--- src/rtl/seq_divider_32bit.sv ---
// Sequential 32-bit restoring divider: 32 shift-subtract steps per divide.
// Define SEQ_DIV_SIGNED_EN to add two's-complement support via signed_i.
module seq_divider_32bit (
    input  logic        clk_i,
    input  logic        rst_i,
    input  logic        start_i,
    input  logic        signed_i,
    input  logic [31:0] dividend_i,
    input  logic [31:0] divisor_i,
    output logic        busy_o,
    output logic        done_o,
    output logic [31:0] quotient_o,
    output logic [31:0] remainder_o,
    output logic        div_by_zero_o
);

`ifdef SEQ_DIV_SIGNED_EN
    localparam int unsigned W = 33;
`else
    localparam int unsigned W = 32;
`endif

    typedef enum logic [1:0] {IDLE, RUN, DONE} state_t;

    state_t         state, state_nxt;
    logic [4:0]     count;
    logic [31:0]    quo;
    logic [W-1:0]   rem;
    logic [W-1:0]   dvs;
    logic           zero_div;
    logic           accept;
    logic [31:0]    mag_a;
    logic [W-1:0]   mag_b;
    logic [W:0]     shifted;
    logic [W:0]     diff;
    logic [W-1:0]   rem_nxt;
    logic [31:0]    quo_nxt;
    logic [31:0]    q_fin;
    logic [31:0]    r_fin;

`ifdef SEQ_DIV_SIGNED_EN
    logic           neg_q;
    logic           neg_r;
`else
    logic           unused_signed;
    assign unused_signed = signed_i;
`endif

    assign accept = (state == IDLE) && start_i;

    always_comb begin
        mag_a = dividend_i;
        mag_b = W'(divisor_i);
`ifdef SEQ_DIV_SIGNED_EN
        if (signed_i && dividend_i[31]) mag_a = -dividend_i;
        if (signed_i && divisor_i[31])  mag_b = W'(-divisor_i);
`endif
    end

    always_comb begin
        shifted = {rem, quo[31]};
        diff    = shifted - {1'b0, dvs};
        if (!diff[W]) begin
            rem_nxt = diff[W-1:0];
            quo_nxt = {quo[30:0], 1'b1};
        end else begin
            rem_nxt = shifted[W-1:0];
            quo_nxt = {quo[30:0], 1'b0};
        end
        q_fin = quo_nxt;
        r_fin = rem_nxt[31:0];
`ifdef SEQ_DIV_SIGNED_EN
        if (neg_q) q_fin = -quo_nxt;
        if (neg_r) r_fin = -rem_nxt[31:0];
`endif
    end

    always_ff @(posedge clk_i) begin
        if (rst_i) state <= IDLE;
        else       state <= state_nxt;
    end

    // A zero divisor still passes through RUN for one cycle so its done
    // pulse lands one edge after acceptance.
    always_comb begin
        state_nxt = state;
        unique case (state)
            IDLE: if (start_i) state_nxt = RUN;
            RUN:  if (zero_div || count == 5'd31) state_nxt = DONE;
            DONE: state_nxt = IDLE;
            default: state_nxt = IDLE;
        endcase
    end

    assign busy_o = (state != IDLE);
    assign done_o = (state == DONE);

    always_ff @(posedge clk_i) begin
        if (rst_i) begin
            count         <= '0;
            quo           <= '0;
            rem           <= '0;
            dvs           <= '0;
            zero_div      <= 1'b0;
            quotient_o    <= '0;
            remainder_o   <= '0;
            div_by_zero_o <= 1'b0;
`ifdef SEQ_DIV_SIGNED_EN
            neg_q         <= 1'b0;
            neg_r         <= 1'b0;
`endif
        end else if (accept) begin
            count         <= '0;
            quo           <= (divisor_i == '0) ? dividend_i : mag_a;
            rem           <= '0;
            dvs           <= mag_b;
            zero_div      <= (divisor_i == '0);
            div_by_zero_o <= 1'b0;
`ifdef SEQ_DIV_SIGNED_EN
            neg_q         <= signed_i & (dividend_i[31] ^ divisor_i[31]);
            neg_r         <= signed_i & dividend_i[31];
`endif
        end else if (state == RUN) begin
            if (zero_div) begin
                quotient_o    <= '1;
                remainder_o   <= quo;
                div_by_zero_o <= 1'b1;
            end else begin
                quo   <= quo_nxt;
                rem   <= rem_nxt;
                count <= count + 5'd1;
                if (count == 5'd31) begin
                    quotient_o  <= q_fin;
                    remainder_o <= r_fin;
                end
            end
        end
    end

endmodule

--- config.mk ---
export PLATFORM = sky130hd
export DESIGN_NAME = seq_divider_32bit
export DESIGN_NICKNAME = d
export VERILOG_FILES = /design/src/rtl/seq_divider_32bit.sv
export SDC_FILE = /design/constraint.sdc
export NUM_CORES = 1
export LEC_CHECK = 0
export CAP_MARGIN = 15
export CORE_MARGIN = 3
export CORE_UTILIZATION = 55
export CTS_CLUSTER_DIAMETER = 30
export DETAILED_ROUTE_END_ITERATION = 12
export DONT_BUFFER_PORTS = 1
export PLACE_DENSITY = 0.73
export SLEW_MARGIN = 5
export SYNTH_ARGS = -nofsm -noshare
export SYNTH_HDL_FRONTEND = slang
export SYNTH_SLANG_ARGS = --single-unit
--- constraint.sdc ---
create_clock -name clk_i -period 3.2 [get_ports clk_i]
set_clock_uncertainty 0.2 [all_clocks]
set_input_delay 0.64 -clock clk_i [delete_from_list [all_inputs] [get_ports clk_i]]
set_output_delay 0.64 -clock clk_i [all_outputs]
set_load 0.005 [all_outputs]
* After elaboration in Yosys (flattened, before gate mapping)
Cells that the tools add are included. W data, S select, Z words.
Word-level totals: register bits after elaboration 169, bits of input ports 68, logic and storage cells 44
Cells by class: $add $sub $neg 2, equal/unequal tests 6, muxes and demuxes 12, bitwise operators 2, reductions and logical operators 13
Operators by type and width (number):
- $mux W32 | 8
- $sub A33 B32 Y33 | 1
- $logic_not A32 Y1 | 1
- $reduce_and A2 Y1 | 4
- $reduce_bool A2 Y1 | 3
- $add A5 B1 Y5 const B | 1
- $eq A5 B5 Y1 const B | 1
- $mux W2 | 2
- $ne A2 B2 Y1 const B | 2
- $pmux W2 S2 | 1
- $reduce_and A3 Y1 | 1
- $eq A2 B1 Y1 const B | 1
- $eq A2 B2 Y1 const B | 1
- $logic_not A2 Y1 | 1
- $ne A2 B1 Y1 const B | 1
- $not A1 Y1 | 2
- $reduce_or A2 Y1 | 1
- $logic_and A1 B1 Y1 | 1
- $logic_or A1 B1 Y1 | 1
- $mux W1 | 1

* Longest topological paths before layout
word-level depth 5, gate-level depth with buffers 15, mapped depth without buffers 13

* Worst setup path before layout
OpenSTA, ideal clock, no wires.
kind register -> register, from register quo[31], to register remainder_o[5], setup time 125 ps, arrival 2885 ps, required time 2875 ps, slack -9 ps, cell stages (with the launch flop) 16, period minus slack after synthesis 3209 ps, cells stage by stage dfxtp_1 -> inv_1 -> ha_1 -> fa_1 -> nand2b_1 -> a21oi_2 -> o21ai_1 -> nand2_1 -> a21oi_4 -> o21a_1 -> or3_1 -> buf_6 -> buf_12 -> mux2_4 -> mux2i_1 -> o21ai_1
On the way: longest elaborated chain between the ends 4
Ends and longest elaborated chain:
- from (decl) | RTL line 27 | logic [31:0] quo;
- from (signal assigned) | RTL line 114 | quo <= (divisor_i == '0) ? dividend_i : mag_a;
- from (signal assigned) | RTL line 129 | quo <= quo_nxt;
- $sub A33 B32 Y33 | RTL line 62 | diff = shifted - {1'b0, dvs};
- $mux W32 | RTL line 63 | if (!diff[W]) begin
- $mux W32 | RTL line 132 | if (count == 5'd31) begin
- $mux W32 | RTL line 124 | if (zero_div) begin
- to (signal assigned) | RTL line 126 | remainder_o <= quo;
- to (signal assigned) | RTL line 134 | remainder_o <= r_fin;
- to (decl) | RTL line 13 | output logic [31:0] remainder_o,
No other way between the ends. The select of a mux whose other input is x is not followed. A chain may end at the register's enable or synchronous reset.

* Worst setup path in the final report
from register quo[31], to register remainder_o[13]
The elaborated chain is that of the path after synthesis.

==> impl_metrics.ini <==
[timing]
worst_slack_ps = -16.16
setup_viol = 5
max_freq_ghz = 0.3109
timing.hold.ws_ps = 64.14
max_slew_margin_pct = 36.39
worstMarginPinSlew_ps = 950.7
period_share_pct = 100.5
finalHoldViolations = 0
drv_slew = 0
rsz0062_at_grt = true
fin_crit_ps = 3216

[setup_path]
cp-start-kind = flop
path_max_fanout = 7
rrSetupSlack_ps = -20
crit_path_end_kind = flop
path_class = flop to flop
crit_required_ps = 3300
cp.arrival_ps = 3320
crit_start = quo[31]
r2r-start = quo[31]

[logic_synthesis]
synth.distinct_cells = 57
synth-main-ff-cell = dfxtp_1
synth_edf_count = 0
syn_avg_cell_area_um2 = 7.862
yosysSeqAreaShare_pct = 38.63
ys_async_sr_fraction_pct = 0
yosysWarnings = 0
synth_seq_cells = 169
netlist_instances = 1114
netlist_area_mm2 = 0.008758
syn-num-nets = 1217

[die]
num_rows = 45
start_util_pct = 56.98
io-pin-count = 135
die_w_um = 132.2
dieArea_mm2 = 0.01747
die_y_um = 132.2
core-area_mm2 = 0.01537

[routing]
viasPerCell = 5.986
dr.pass1.iters = 5
dr_total_vias = 8099
routedWlPerCell_um = 18.06
antenna_left = 0
post-route-drc-count = 0
drt_wl_total_mm = 24.43
drt_iter0_drc = 920

[power]
p_total_mw = 6.498
pwr-share-comb_pct = 35.2
vdd_drop_max_v = 0.0004446
seqPwrFrac_pct = 35.1
p_int_mw = 4.308
switching_share_pct = 33.70
power.switching_mw = 2.190
pwr_density_cell_mw_per_mm2 = 634.4
p_leak_nw = 4.086
power_frac_clock_pct = 29.7

[clocking]
hold_buffers = 0
cts.reportedPaths.clkPinSlew_ps = 70
cts_root_buffer = clkbuf_16
cts_tree = yes
clk_latency_ps = 440
clock-sinks = 169
cts_buffer_depth = 2
cts_buffers = 17
htree_num_levels = 4

[run_status]
status = finished with violations
violations = negative setup slack

[placed_design]
placed_cell_area_mm2 = 0.009255
dpl.hpwl_mm = 16.83
gp_congestion = 0.8898
portBuffers = 0

[worst_hold_path]
hp-start = rst_i
min_path_type = input port to flop

[grt]
grt-ovfl-total = 0
antenna_found_initial = 0
grt_pass1_wl_mm = 38.85
grt_pass1_vias = 7343
grt_usage_pct = 27.07
grt_start_max_net_pins = 116

[finish]
stdcell_area_mm2 = 0.01024
fin_util_pct = 66.63
nets = 1233
layout-drive-gt1-share_pct = 17.78
area_growth_pct = 16.94
n_antenna_cell = 0

[flow_run]
cap_viol_max_count = 0
[final timing paths]
| path | end | cells after the start |
|---|---|---|
| hold reg to reg | dvs[24] | 2 |
| setup / recovery | remainder_o[13] | 14 |
| hold / removal | quo[16] | 1 |
| setup reg to reg | remainder_o[13] | 14 |
[routing by layer]
layer	track usage, %	vias up	wire length (um)
met5	0	-	0
met4	8.141	0	437
met3	5.229	34	2185
met2	40.65	329	10630
met1	39.53	3802	11180
li1	-	3934	-
[power by group through the flow]
stage / combinational [mW] / clock (mW) / sequential (mW)
2_1_floorplan: 1.41 / 0 / 2.29
3_3_place_gp: 1.89 / 0 / 2.31
3_5_place_dp: 1.92 / 0 / 2.32
4_1_cts: 2.01 / 1.95 / 2.27
5_1_grt: 2.48 / 2.04 / 2.29
6_report: 2.29 / 1.93 / 2.28
[cell usage in the layout (no fill, tap or decap), drive strengths merged, types with 18 or more instances in the layout]
cell,n
mux2,18
inv,60
dfxtp,169
a21o,23
nand3,19
xnor2,19
buf,79
o21ai,57
nand2,151
nor3,64
nor2,107
a21oi,136
clkbuf,18
a22oi,32
ha,34
[final cells by class]
type / instances / area, um^2
Timing Repair Buffer: 80 / 699.4
Fill cell: 1269 / 5129
Tap cell: 211 / 264.0
Clock inverter: 14 / 115.1
Inverter: 54 / 202.7
Clock buffer: 17 / 425.4
Multi-Input combinational cell: 808 / 5149
Sequential cell: 169 / 3387
[cell usage after synthesis (all sizes together) (14+ instances only)]
library cell	number	share of area, %
a21o	23	2.0
a21oi	136	8.0
a22oi	32	2.7
buf	25	1.9
clkbuf	58	2.5
dfxtp	169	39
ha	34	4.9
inv	54	2.3
mux2	18	2.8
mux2i	17	1.9
nand2	151	6.5
nand3	19	1.1
nand4	14	1.0
nor2	107	4.6
nor3	64	3.7
o21ai	57	3.3
xnor2	19	1.9
[sequential cells by signal, summed over array words and instances (netlist names)]
register and flops:
div_by_zero_o 1, zero_div 1, quotient_o 32, rem 32
count 5, quo 32, dvs 32, remainder_o 32
state 2
[critical path: stages (launching register included)]
cell      delay (ps)
dfxtp_2          340
inv_2             50
ha_4             160
fa_2             360
nand2b_4         160
a21oi_4          160
o21ai_2           70
nand2_2          100
a21oi_4           80
o21a_1           210
or3_4            470
buf_12           180
mux2_2           310
mux2i_1          140
o21ai_0           80
[per-stage QoR]
stage	std cells	TNS [ps]	setup slack [ps]
5_1_grt	1353	-1906	-115.1
2_1_floorplan	1114	0	12.50
4_1_cts	1344	-7.974	-7.974
3_3_place_gp	1312	-2247	-139.1
3_5_place_dp	1312	-4799	-204.8
6_report	1353	-33.52	-16.16
[timing repair]
item	4_1_cts	5_1_grt
setup buffers	0	8
gates resized for setup	12	66
pin swaps	2	21
gates cloned	1	1
endpoints found under the setup margin	55	52
[cell families (layout without fill, tap and decap cells)]
kind of cell / after synthesis / in the layout / synth area share, %
multiplexers: 35 / 35 / 4.771
XOR/XNOR: 30 / 30 / 3.000
adder cells (fa/ha/maj): 35 / 35 / 5.086
AND/OR/NAND/NOR: 394 / 394 / 19.70
buffers and inverters: 137 / 165 / 6.728
AO/OA/AOI/OAI: 314 / 314 / 22.09
flip-flops: 169 / 169 / 38.63
(Power assumes the default switching activity.)
